## src/rtl/reg_file_param.sv

```systemverilog
`default_nettype none
// ---------------------------------------------------------------------------
// reg_file_param: byte-writable multi-read-port register file with clear engine
// Revision: 1.0
// ---------------------------------------------------------------------------
module reg_file_param #(
  parameter int DATA_W  = 32,
  parameter int ADDR_W  = 5,
  parameter int NUM_RD  = 2,
  parameter int ZERO_R0 = 1,
  parameter int BYPASS  = 1
) (
  input  logic                       clk,
  input  logic                       rst_n,
  input  logic [NUM_RD*ADDR_W-1:0]   rd_addr,
  output logic [NUM_RD*DATA_W-1:0]   rd_data,
  input  logic                       wr_en,
  input  logic [ADDR_W-1:0]          wr_addr,
  input  logic [DATA_W-1:0]          wr_data,
  input  logic [DATA_W/8-1:0]        wr_be,
  input  logic                       clr_req,
  output logic                       busy,
  output logic                       wr_ack
);

  localparam int DEPTH = 2**ADDR_W;
  localparam int NB    = DATA_W/8;

  localparam logic [0:0] S_IDLE  = 1'b0;
  localparam logic [0:0] S_CLEAR = 1'b1;

  logic [0:0]        state;
  logic [ADDR_W-1:0] ptr;
  logic [DATA_W-1:0] regs [DEPTH];
  logic [DATA_W-1:0] be_mask;
  logic              wr_zero;
  logic              wr_commit;

  generate
    for (genvar b = 0; b < NB; b++) begin : g_mask
      assign be_mask[b*8 +: 8] = {8{wr_be[b]}};
    end
  endgenerate

  assign wr_zero   = (ZERO_R0 != 0) && (wr_addr == '0);
  assign busy      = (state == S_CLEAR);
  assign wr_ack    = wr_en & ~busy;
  assign wr_commit = wr_ack & ~wr_zero;

  always_ff @(posedge clk) begin
    if (!rst_n) begin
      state <= S_CLEAR;
      ptr   <= '0;
    end else begin
      case (state)
        S_IDLE: begin
          if (clr_req) begin
            state <= S_CLEAR;
            ptr   <= '0;
          end
        end
        S_CLEAR: begin
          ptr <= ptr + 1'b1;
          if (ptr == {ADDR_W{1'b1}}) state <= S_IDLE;
        end
        default: state <= S_IDLE;
      endcase
    end
  end

  // Clear and write never coincide: a write is only accepted when not busy.
  always_ff @(posedge clk) begin
    if (rst_n) begin
      if (busy)
        regs[ptr] <= '0;
      else if (wr_commit)
        regs[wr_addr] <= (regs[wr_addr] & ~be_mask) | (wr_data & be_mask);
    end
  end

  generate
    for (genvar k = 0; k < NUM_RD; k++) begin : g_rd
      logic [ADDR_W-1:0] addr;
      logic [DATA_W-1:0] stored;
      logic              hit;
      logic              zero_rd;

      assign addr    = rd_addr[k*ADDR_W +: ADDR_W];
      assign stored  = regs[addr];
      assign hit     = (BYPASS != 0) && wr_commit && (addr == wr_addr);
      assign zero_rd = busy || ((ZERO_R0 != 0) && (addr == '0));

      assign rd_data[k*DATA_W +: DATA_W] =
        zero_rd ? '0 :
        hit     ? ((stored & ~be_mask) | (wr_data & be_mask)) :
                  stored;
    end
  endgenerate

endmodule
`default_nettype wire

```

## config.mk

```make
export PLATFORM = sky130hd
export DESIGN_NAME = reg_file_param
export DESIGN_NICKNAME = d
export VERILOG_FILES = /design/src/rtl/reg_file_param.sv
export SDC_FILE = /design/constraint.sdc
export NUM_CORES = 2
export LEC_CHECK = 0
export BUFFER_PORTS_ARGS = -buffer_cell sky130_fd_sc_hd__buf_2
export CAP_MARGIN = 20
export CORE_MARGIN = 5
export CORE_UTILIZATION = 64
export DETAILED_ROUTE_END_ITERATION = 12
export GPL_ROUTABILITY_DRIVEN = 0
export PLACE_DENSITY_LB_ADDON = 0.05
export REMOVE_ABC_BUFFERS = 1
export SYNTH_ARGS = -nofsm -noshare
export SYNTH_HDL_FRONTEND = slang
export SYNTH_SLANG_ARGS = --single-unit
```

## constraint.sdc

```tcl
create_clock -name clk -period 4.9 [get_ports clk]
set_input_delay 0.735 -clock clk [delete_from_list [all_inputs] [get_ports clk]]
set_output_delay 0.735 -clock clk [all_outputs]
set_load 0.03 [all_outputs]
```

# Yosys cells after proc, flatten, opt, wreduce, memory -nomap -nowiden
# Memory sizes are Yosys's and may differ from the RTL's.
# Index checks and enable logic that the tools add are counted.
[totals] word_cells=47 out_inout_bits=66 ff_bits=6 ramBits=1024 inputBits=55 mem_count=1
[op_classes] muxes=19 eq_ne=4 n_reduce_logical=8 n_addsub=1 bitwise_logic=12
[mem_list] memory="regs" words=32 width=32 rd=3 rd_ports_with_merged_regs=0 wr=1 line_no="34" source="logic [DATA_W-1:0] regs [DEPTH];"
[op_table] cell="2-to-1 mux 32 bit" n=5
[op_table] cell="AND 32 bit" n=4
[op_table] cell="bitwise OR 32 bit" n=3
[op_table] cell="inverter 32 bit" n=1
[op_table] cell="OR reduction 32 bit" n=1
[op_table] cell="zero test 5 bit" n=3
[op_table] cell="== test 5 bit" n=2
[op_table] cell="2-to-1 mux 1 bit" n=10
[op_table] cell="2-to-1 mux 5 bit" n=2
[op_table] cell="one-hot mux 5 bit (2 select lines)" n=1
[op_table] cell="adder 5 x 1 -> 5 bit, second input constant" n=1
[op_table] cell="== test 5 bit, second input constant" n=1
[op_table] cell="AND 1 bit" n=2
[op_table] cell="logical AND 1 bit" n=2
[op_table] cell="logical OR 1 bit" n=2
[op_table] cell="!= test 2 bit, second input constant" n=1
[op_table] cell="inverter 1 bit" n=2
[op_table] cell="one-hot mux 1 bit (2 select lines)" n=1

# Longest topological paths before layout
[depth] word_depth=9 depth_mapped=10 mapped_depth_nobuf=5

# Worst setup path before layout
# OpenSTA, ideal clock, no wires.
[synth_timing] path_type="input to register" startpoint="input port wr_addr[4]" endpoint="memory regs[19][0] (enable)" path_stages=7 slack_ns=0.978 required_ns=4.479 n_path_buf=3 t_arrival_ns=3.501 setup_ns=0.421 path_cell_list="buf_2 -> nor2_1 -> a211o_1 -> buf_2 -> buf_1 -> a31oi_1 -> nor2_1"
[synth_between] elab_chain_cells=9 elab_cells_between_ends=10 cone_classes="mux (6); bitwise (2); reduce/logical (2)"
[synth_lines] element="from (decl)" line_no="18" source="input logic [ADDR_W-1:0] wr_addr,"
[synth_lines] element="zero test 5 bit" line_no="45" source="assign wr_zero = (ZERO_R0 != 0) && (wr_addr == '0);"
[synth_lines] element="inverter 1 bit" line_no="48" source="assign wr_commit = wr_ack & ~wr_zero;"
[synth_lines] element="AND 1 bit" line_no="48"
[synth_lines] element="2-to-1 mux 1 bit" line_no="76" source="else if (wr_commit)"
[synth_lines] element="2-to-1 mux 1 bit" line_no="74" source="if (busy)"
[synth_lines] element="2-to-1 mux 1 bit" line_no="73" source="if (rst_n) begin"
[synth_lines] element="2-to-1 mux 1 bit (implied by the code)" line_no="77" source="regs[wr_addr] <= (regs[wr_addr] & ~be_mask) | (wr_data & be_mask);"
[synth_lines] element="OR reduction 32 bit (no line)"
[synth_lines] element="2-to-1 mux 5 bit (no line) / 2-to-1 mux 1 bit (equally long branches)"
[synth_lines] element="to (decl)" line_no="34"
# Parallel ways exist; a longest one is shown, timed or not.

# Worst setup path after layout
[layout_timing] startpoint="input port rd_addr[6]" endpoint="output port rd_data[44]"
[layout_between] elab_chain_cells=5 elab_cells_between_ends=9 cone_classes="eq/ne (1); mux (2); bitwise (2); reduce/logical (3); memory (1)"
[layout_lines] element="from (decl)" line_no="15" source="input logic [NUM_RD*ADDR_W-1:0] rd_addr,"
[layout_lines] element="memory read (32 x 32 bit)"
[layout_lines] element="AND 32 bit" line_no="95" source="hit ? ((stored & ~be_mask) | (wr_data & be_mask)) :"
[layout_lines] element="bitwise OR 32 bit" line_no="95"
[layout_lines] element="2-to-1 mux 32 bit" line_no="95"
[layout_lines] element="2-to-1 mux 32 bit (*)" line_no="94" source="zero_rd ? '0 :"
[layout_lines] element="to (decl)" line_no="16" source="output logic [NUM_RD*DATA_W-1:0] rd_data,"
# Mark *: on every way between the ends. The rest lies on a longest branch, timed or not.

==> implementation parameters <==
Parameter                              Value

Clock network
  Clock tree sinks ... 1030
  H-tree level count ... 3
  Reg clk slew, reported paths ... 0.06 ns
  Number of gates resized after CTS ... 0
  Clock network latency to the later pin of the worst-skew pair ... 0.71 ns
  Clock Root Buffer ... sky130_fd_sc_hd__clkbuf_16
  CTS tree ... yes
  Clock buffers created by TritonCTS ... 107
  Hold bufs inserted after CTS ... 0
  Maximum count of clock buffers along a single path ... 3
  Post-CTS setup buffers ... 0

Synth
  Distinct cells, synth ... 63
  Share of synthesized cell area in full adder, half adder and majority cells ... 0.0443%
  Post-synthesis xor/xnor area fraction ... 0.171%
  Post-synthesis sequential area ratio ... 54.6%
  Prevailing post-synth register cell ... sky130_fd_sc_hd__edfxtp_1
  Flop and latch count out of synthesis ... 1030
  Avg Inst Size Synth ... 18.0 µm²
  Largest cells by area after synthesis ... sky130_fd_sc_hd__edfxtp_1 (54%), sky130_fd_sc_hd__mux4_2 (30%), sky130_fd_sc_hd__mux2i_1 (3.0%)
  Area share of the largest cell type after synthesis ... 54.4%
  Post-synth EDFFs ... 1024
  Dominant combinational cell family by area after synthesis ... multiplexers
  Share of synthesized flip-flops with an asynchronous set or reset ... 0%
  Mapped Cells ... 3135
  Synth area leader ... sky130_fd_sc_hd__edfxtp_1
  Synthesis warning total ... 0
  Synthesized-area fraction occupied by ao, oa, aoi and oai cells ... 6.62%
  Mux cell area share after synthesis ... 33.0%
  Combined area of all synthesized cells ... 56500 µm²
  Fraction of the mapped netlist area in simple logic gates ... 2.99%

Worst setup path
  Buffering stage count on the worst path with inverters included ... 4
  Worst r2r dst ... regs[14][20]
  Critical Path Stages ... 8
  Most prevalent standard cell on the critical path ... sky130_fd_sc_hd__buf_4
  Critical register-to-register path startpoint ... busy
  Critical path data arrival time ... 3.59 ns
  CP required ... 4.16 ns
  Flop2flop setup slack ... 1.78 ns
  Worst Reg-to-Reg Cells ... 7
  List of cells traversed by the critical path ... buf_4, buf_4, and2_2, buf_4, a22oi_1, a211oi_1, a311o_1, buf_2
  Top cell family by delay on the critical path ... buffers and inverters
  Critical setup path kind ... in -> out
  Slowest stage cell, crit path ... sky130_fd_sc_hd__and2_2
  Crit path capture type ... output pin
  Highest fanout seen on the critical path ... 21
  Critical path's largest stage delay ... 0.49 ns
  CP startpoint kind ... primary input

GRT
  Overall track demand over capacity in global routing ... 42.2%
  First-pass GRT wire length ... 281000 µm
  Maximum number of pins on one net before global-route repair ... 111
  Initial antenna violation count ... 6
  Overflow after GRT ... 0
  Vias in the first global route ... 38900

Timing
  Worst max-slew margin expressed relative to the limit ... 18.1%
  Final-report setup violation count ... 0
  Unrepaired setup endpoints after global routing ... false
  Number of slew-limit violations in the final report ... 0
  Max Clock Freq ... 0.231 GHz
  Measured slew at the worst slew-check pin ... 1.23 ns
  Hold violation count in the final report ... 0
  Worst Clk Skew ... 0.0309 ns
  Share of the clock period used by the worst path after layout ... 88.3%
  Summed negative setup slack over all endpoints ... 0 ns
  Shortest clock period the worst path allows after layout ... 4.33 ns

Power and ir drop
  Lkg Pwr ... 22.0 nW
  Worst ir drop on vdd ... 0.000339 V
  Power Density ... 310 nW/µm²

Place
  Placed insts ... 4350
  Quantity of I/O buffers inserted on ports ... 120
  HPWL after DPL ... 120000 µm

Floorplanning
  Placement Rows ... 109
  Die ar. ... 94300 µm²
  Die Y ... 307 µm
  Die span in x ... 307 µm
  Core region area ... 88000 µm²
  I/O Pins ... 121
  Starting utilization of the core area ... 64.2%

Drt
  First-pass DRT Iterations ... 6
  Count of vias placed by the detailed router ... 38900
  Drt total wl ... 199000 µm
  Count of nets left with antenna violations after detail routing ... 0
  Mean routed wirelength per cell ... 43.8 µm
  Via-to-Cell Ratio ... 8.55
  Number of remaining DRC errors ... 0
  Number of DRC markers after the initial detailed-route iteration ... 6955

Cells and area
  Storage cell area ... 30900 µm²
  Area occupied by multi-input gates ... 24600 µm²
  Fillcell total ... 5337
  Most common cell after layout, fill and taps aside ... sky130_fd_sc_hd__edfxtp_1
  Finished Layout Cells ... 4549
  Net count reported at finish ... 3351
  Fraction of layout cells with a size suffix above 1 ... 39.4%
  Most frequent cells in the layout ... sky130_fd_sc_hd__edfxtp_1 (1024), sky130_fd_sc_hd__mux4_2 (752), sky130_fd_sc_hd__buf_4 (205), sky130_fd_sc_hd__a22oi_1 (180), sky130_fd_sc_hd__mux2i_1 (168)
  Synth-to-layout area growth ... 12.0%

Min path
  Min-Delay Endpoint ... busy
  HP Start ... rst_n
  Tightest Hold Check Type ... in -> reg
  Worst hold path stage count ... 2

Outcome
  Run status ... finished clean

Run
  Count of max-cap constraint violations ... 0
synthesized netlist by cell type, types with 21 or more instances:
| cell type | count |
|---|---|
| sky130_fd_sc_hd__o221ai_1 | 32 |
| sky130_fd_sc_hd__nor3_1 | 21 |
| sky130_fd_sc_hd__o22ai_1 | 31 |
| sky130_fd_sc_hd__clkbuf_1 | 158 |
| sky130_fd_sc_hd__nor2_1 | 71 |
| sky130_fd_sc_hd__a221oi_1 | 40 |
| sky130_fd_sc_hd__nor2b_1 | 32 |
| sky130_fd_sc_hd__buf_1 | 21 |
| sky130_fd_sc_hd__buf_2 | 94 |
| sky130_fd_sc_hd__nand3_1 | 70 |
| sky130_fd_sc_hd__nand2_1 | 111 |
| sky130_fd_sc_hd__a21oi_1 | 57 |
| sky130_fd_sc_hd__mux4_2 | 752 |
| sky130_fd_sc_hd__a311o_1 | 24 |
| sky130_fd_sc_hd__a22oi_1 | 180 |
| sky130_fd_sc_hd__o21ai_0 | 36 |
| sky130_fd_sc_hd__mux2i_1 | 168 |
| sky130_fd_sc_hd__a211oi_1 | 47 |
| sky130_fd_sc_hd__edfxtp_1 | 1024 |
stage by stage:
step | worst slack, ns | power (mW) | utilization [%] | hold slack (ns) | instance area (µm²)
finish | 0.573 | 19.6 | 71.9 | 0.294 | 63300
global route | 0.595 | 20.1 | 71.9 | 0.300 | 63300
CTS | 0.704 | 19.6 | 71.9 | 0.273 | 63300
detailed placement | 0.695 | 11.5 | 67.9 | 0.623 | 59700
global placement | 0.764 | 11.5 | 67.9 | 0.611 | 59700
floorplan | -0.169 | 10.6 | - | 0.553 | 55100
how the worst max path moves through the flow:
stage	startpoint	to	slack, ns
after detailed placement	rd_addr[8]	rd_data[39]	0.69
after floorplan	wr_addr[4]	rd_data[56]	-0.17
after global placement	rd_addr[5]	rd_data[35]	0.76
after global routing	rd_addr[8]	rd_data[39]	0.59
final	rd_addr[6]	rd_data[44]	0.57
after CTS	rd_addr[8]	rd_data[39]	0.70
worst register-to-register path: stages (launching register included):
cell and delay (ns):
sky130_fd_sc_hd__dfxtp_1 0.30, sky130_fd_sc_hd__nand2b_1 0.21, sky130_fd_sc_hd__a21o_1 0.36, sky130_fd_sc_hd__nor2_1 0.23
sky130_fd_sc_hd__buf_4 0.29, sky130_fd_sc_hd__a31oi_1 0.36, sky130_fd_sc_hd__nor2_4 0.59, sky130_fd_sc_hd__buf_4 0.43
metal layers:
metal  wire length, µm  global-route usage [%]
met1             62500                    55.1
met2             88500                    61.7
met3             33200                    15.9
met4             15200                    24.9
met5                58                   0.202
logic make-up (layout without fill, tap and decap cells):
group           after synthesis  count (layout)
compound gates              505             505
simple gates                354             354
other cells                   0               1
mux                         920             920
buf+inv                     313             561
xor+xnor                     11              11
fa+ha+maj                     2               2
flops                      1030            1030
flip-flops by register name (all words and copies together), names as in the netlist:
name,flops
regs,1024
ptr,5
busy,1
report_power, final:
part           total, mW  switching [mW]  internal, mW
Combinational       1.73            1.03         0.698
Clock               8.28            3.52          4.76
Sequential          9.63          0.0353          9.60
Total               19.6            4.58          15.1
layout make-up:
| type | count | share of cell area (%) |
|---|---|---|
| sequential | 1030 | 48.8 |
| multi-input combinational | 1792 | 38.8 |
| timing repair buffer | 354 | 4.45 |
| clock buffer | 125 | 4.41 |
| tap | 1165 | 2.30 |
| clock inverter | 73 | 1.17 |
| inverter | 9 | 0.0534 |
| antenna | 1 | 0.00396 |
No activity file was read; power rests on OpenSTA's default activity.
